[src/rtl/irq_arbiter.sv]
// Five-source fixed-priority interrupt arbiter with a CPU request/ack/done handshake
// and a small register file for enables, pending bits and status.
module irq_arbiter (
   input  logic       clk,
   input  logic       reset,
   input  logic       int_ext1,
   input  logic       int_ext2,
   input  logic       tim1_cmp,
   input  logic       tim2_cmp,
   input  logic       tim3_cmp,
   input  logic       reg_wr,
   input  logic [1:0] reg_addr,
   input  logic [7:0] reg_wdata,
   output logic [7:0] reg_rdata,
   output logic       irq_req,
   output logic [2:0] irq_id,
   input  logic       irq_ack,
   input  logic       irq_done
);

   typedef enum logic [1:0] {
      IDLE    = 2'd0,
      REQUEST = 2'd1,
      SERVICE = 2'd2
   } state_e;

   state_e     state_q;
   logic [1:0] extSync1_q;
   logic [1:0] extSync2_q;
   logic [1:0] extPrev_q;
   logic [2:0] timPrev_q;
   logic [4:0] pending_q;
   logic [4:0] pending_d;
   logic [4:0] enable_q;
   logic       gie_q;
   logic [2:0] curId_q;
   logic       irqReq_q;

   logic [1:0] extEdge;
   logic [2:0] timEdge;
   logic [4:0] setVec;
   logic [4:0] ackClr;
   logic [4:0] w1cClr;
   logic [4:0] masked;
   logic [2:0] winId;
   logic       unusedWdata;

   assign unusedWdata = ^reg_wdata[6:5];

   // External lines cross into the clock domain through two flops before edge
   // detection; timer compares are already synchronous and are edge-detected directly.
   always_ff @(posedge clk or posedge reset) begin
      if (reset) begin
         extSync1_q <= '0;
         extSync2_q <= '0;
         extPrev_q  <= '0;
         timPrev_q  <= '0;
      end else begin
         extSync1_q <= {int_ext2, int_ext1};
         extSync2_q <= extSync1_q;
         extPrev_q  <= extSync2_q;
         timPrev_q  <= {tim3_cmp, tim2_cmp, tim1_cmp};
      end
   end

   always_comb begin
      extEdge = extSync2_q & ~extPrev_q;
      timEdge = {tim3_cmp, tim2_cmp, tim1_cmp} & ~timPrev_q;
      setVec  = {timEdge, extEdge};
      ackClr  = (state_q == REQUEST && irq_ack) ? (5'b00001 << curId_q) : 5'b00000;
      w1cClr  = (reg_wr && reg_addr == 2'd1) ? reg_wdata[4:0] : 5'b00000;
      // A fresh edge beats any clear aimed at the same bit in the same cycle.
      pending_d = (pending_q & ~(ackClr | w1cClr)) | setVec;
   end

   always_ff @(posedge clk or posedge reset) begin
      if (reset) begin
         pending_q <= '0;
         enable_q  <= '0;
         gie_q     <= 1'b0;
      end else begin
         pending_q <= pending_d;
         if (reg_wr && reg_addr == 2'd0) begin
            gie_q    <= reg_wdata[7];
            enable_q <= reg_wdata[4:0];
         end
      end
   end

   // Lowest index wins, so scan from the bottom priority upward.
   always_comb begin
      masked = pending_q & enable_q;
      winId  = 3'd0;
      for (int i = 4; i >= 0; i--) begin
         if (masked[i]) begin
            winId = 3'(i);
         end
      end
   end

   always_ff @(posedge clk or posedge reset) begin
      if (reset) begin
         state_q  <= IDLE;
         curId_q  <= 3'd0;
         irqReq_q <= 1'b0;
      end else begin
         case (state_q)
            IDLE: begin
               if (gie_q && (masked != 5'b00000)) begin
                  state_q  <= REQUEST;
                  curId_q  <= winId;
                  irqReq_q <= 1'b1;
               end
            end
            REQUEST: begin
               if (irq_ack) begin
                  state_q  <= SERVICE;
                  irqReq_q <= 1'b0;
               end
            end
            SERVICE: begin
               if (irq_done) begin
                  state_q <= IDLE;
               end
            end
            default: begin
               state_q  <= IDLE;
               irqReq_q <= 1'b0;
            end
         endcase
      end
   end

   assign irq_req = irqReq_q;
   assign irq_id  = curId_q;

   always_comb begin
      case (reg_addr)
         2'd0:    reg_rdata = {gie_q, 2'b00, enable_q};
         2'd1:    reg_rdata = {3'b000, pending_q};
         2'd2:    reg_rdata = {3'b000, state_q, curId_q};
         default: reg_rdata = 8'h00;
      endcase
   end

endmodule

[config.mk]
export PLATFORM = sky130hd
export DESIGN_NAME = irq_arbiter
export DESIGN_NICKNAME = d
export VERILOG_FILES = /design/src/rtl/irq_arbiter.sv
export SDC_FILE = /design/constraint.sdc
export NUM_CORES = 1
export LEC_CHECK = 0
export ABC_AREA = 1
export CAP_MARGIN = 20
export CORE_UTILIZATION = 45
export DETAILED_ROUTE_END_ITERATION = 10
export HOLD_SLACK_MARGIN = 0.1
export PLACE_DENSITY = 0.85
export REMOVE_ABC_BUFFERS = 1
export SYNTH_ARGS = -nofsm -noshare
export SYNTH_HDL_FRONTEND = slang
export SYNTH_SLANG_ARGS = --single-unit
[constraint.sdc]
create_clock -name clk -period 1.5 [get_ports clk]
set_clock_uncertainty 0.2 [all_clocks]
set_input_delay 0.3 -clock clk [delete_from_list [all_inputs] [get_ports clk]]
set_output_delay 0.3 -clock clk [all_outputs]
set_load 0.1 [all_outputs]
==> summary.md <==
| Metric | Value |
|---|---|
| Leakage | around 0.95 nW |
| Max cap viols | 0 |
| Minimum clock period | about 1.7 ns |
| Largest area contributor in the netlist | dfrtp_1 |
| Hold depth | 0 |
| R2r startpoint | enable_q[1] |
| Share of power burned in combinational logic | approximately three fifths |
| R2r endpoint | state_q[0] |
| Layout area overhead | 63.5% |
| CP max FO | 2 |
| Final-report hold violation count | 0 |
| Sequential share of the synthesized area | 55.1% |
| Reg2Reg Depth | 7 |
| Pwr/cell area | 1670 nW/µm² |
| Detailed Place HPWL | approximately 2000 µm |
| GRT Max-Usage Layer | met2 |
| Critical Path Start Type | register |
| Syn. warnings | 0 |
| IO Count | 32 |
| Setup TNS | -0.944 ns |
| Main area contributors after synthesis | dfrtp_1, nand2_1, inv_1, nand3_1, o21ai_1 |
| Placed insts | 208 |
| DR WL/cell | ~16 µm |
| H-tree level count | 1 |
| Vias/cell | ~5.4 |
| Port bufs | 27 |
| Reg clk slew, reported paths | ~0.13 ns |
| Cell row count | 18 |
| Yosys cell types | 20 |
| Worst EP required | 1.00 ns |
| Starting density of the core | a little under half |
| Setup violators final | 9 |
| Final nets | 220 |
| Worst min path class | reg2reg |
| Gr ovfl total | 0 |
| Reg power frac | 30.2% |
| Post-Route WL | about 3600 µm |
| FMAX | between 600 and 700 MHz |
| First-pass DRT Iterations | 4 |
| Switch share | between 40% and 50% |
| Mapped cell area | 1180 µm² |
| Final setup margin | -0.153 ns |
| Critical Path AT | 1.15 ns |
| Clk sinks | 26 |
| Power, Total | 3.23 mW |
| Final max-slew violation count | 0 |
| Drt drc | 0 |
| Pin count of the biggest net entering global routing | 27 |
| Gr usage total | ~27% |
| Post-synth EDFFs | 0 |
| Failing checks | negative setup slack |
| Peak VDD IR | between 1.5 and 2 mV |
| Post-route cell area | roughly 1900 µm² |
| Vias post-DR | between 1k and 1.5k |
| Clk_lat worst skew | 0.32 ns |
| Storage cell area | 652 µm² |
| Initial antenna violation count | 0 |
| FFs w/ async S/R, synth | between 90% and 100% |
| Pint | about 1.7 mW |
| Placed inst area | approximately 1700 µm² |
| Critical Path End Type | output pin |
| Drt first-iter violations | 72 |
| Reg2Reg Setup Slack | around 0.010 ns |
| Clk buf depth | 2 |
| Grt met3 use | ~4.3% |
| Ratio of cells with drive above 1 in the final layout | between 30% and 40% |
| Status | complete, but fails checks |
| Switching power | ~1.5 mW |
| Vias in the first global route | ~1.1k |
| Yosys top cell area share | 55.1% |
| Area of the multi-input gates | about 540 µm² |
| First-pass GRT wire length | between 5000 and 6000 µm |
| Seq cells post-synth | 26 |
| CTS tree | built |
| Gpl congestion | between 0.8 and 0.9 |
| Average cell area after synthesis | about 8.3 µm² |
| Critical path class | reg2out |
| Fin Hold WS | about 0.16 ns |
| Ant diodes | 0 |
| Most frequent cell after synthesis | nand2_1 |
| Die Width | ~53 µm |
| Core area | around 2500 µm² |
| Met2 Usage GRT | 47.1% |
| Die H | between 50 and 60 µm |
| Most common flop cell mapped by yosys | dfrtp_1 |
| Layout fillers | 157 |
| Final cell count without fillers | about 230 |
| Routed Antenna Nets | 0 |
| Top cells by count, synth | nand2_1, dfrtp_1, inv_1 |
| RSZ-0062 raised after global routing | true |
| Root buf cell | clkbuf_4 |
| Global Route met1 Usage | between 30% and 40% |
| CTS buffer count | 3 |
| Hold wc startpoint | extSync1_q[1] |
| Hold Crit Endpoint | extSync2_q[1] |
| Mapped Cells | ~140 |
| Final period util | 110% |
| Die ar. | about 2800 µm² |
| Clock Power Share | approximately 9% |
## power by group through the flow
| stage | Combinational, mW | Clock (mW) | Sequential (mW) |
|---|---|---|---|
| 2_1_floorplan | 0.621 | 0 | 1.31 |
| 3_3_place_gp | 1.53 | 0 | 0.976 |
| 3_5_place_dp | 1.56 | 0 | 0.988 |
| 4_1_cts | 1.80 | 0.298 | 0.952 |
| 5_1_grt | 2.05 | 0.326 | 0.993 |
| 6_report | 1.96 | 0.292 | 0.977 |
## sequential cells by signal (all words and copies together) (netlist names)
name and flops:
irq_id 3, extSync1_q 2, state_q 2, enable_q 5, pending_q 5, extSync2_q 2, irq_req 1, gie_q 1
extPrev_q 2, timPrev_q 3
## per-stage QoR
stage	utilization, %	worst slack, ns
global placement	67.1	-0.505
floorplan	-	-1.40
detailed placement	67.1	-0.524
finish	77.9	-0.153
global route	77.9	-0.204
CTS	75.1	-0.172
## layer usage
metal | vias to the layer above | wire [µm]
met5 | - | 0
met3 | 23 | 234
li1 | 558 | -
met1 | 584 | 1340
met2 | 76 | 1860
met4 | 0 | 175
## final cells by class
cell class,instances,area share [%]
flip-flops and latches,26,33.8
well taps,30,1.94
inverters,19,3.69
clock buffers,3,1.17
repair buffers,55,31.4
multi-input cells,95,28.0
## cells in the final DEF (no fill, tap or decap), types with 2 or more instances in the layout
master           count
buf_6                5
nor3_2               2
conb_1               2
buf_4               22
inv_1               15
inv_2                4
dfrtp_1             25
nor2_1               4
clkdlybuf4s50_1     15
clkbuf_4             3
nand3_2              5
nand3_1              7
o21ai_0              2
nand2_1             32
buf_12              11
nor2_4               3
o21ai_1             12
a21oi_1              2
nand2_2             15
## cell families (layout without fill, tap and decap cells)
family,count (synthesis),after routing,share of synthesized area (%)
AND/OR/NAND/NOR,74,74,27.6
AO/OA/AOI/OAI,19,19,8.69
buffers and inverters,22,77,8.26
flip-flops,26,26,55.1
other,1,2,0.317
## worst max path at each step
| stage | from | end | depth (start not counted) |
|---|---|---|---|
| floorplan | gie_q | reg_rdata[7] | 2 |
| global placement | reg_addr[0] | reg_rdata[0] | 6 |
| detailed placement | reg_addr[1] | reg_rdata[0] | 6 |
| CTS | gie_q | reg_rdata[7] | 4 |
| global route | gie_q | reg_rdata[7] | 4 |
| finish | gie_q | reg_rdata[7] | 4 |
## worst max-delay path, cell delays in order, from the launching register on
cell and delay (ns):
dfrtp_1 0.36, inv_2 0.04, nor3_2 0.12, buf_4 0.15, buf_12 0.16
## what timing repair did
item                       4_1_cts  5_1_grt
setup endpoints to repair       12       17
resized for setup               25       20
hold buffers                     1        0
pin swaps                       16        8
setup buffers                   15        1
hold endpoints to repair        26        0
Note: power is estimated with default switching activity, not from simulation.
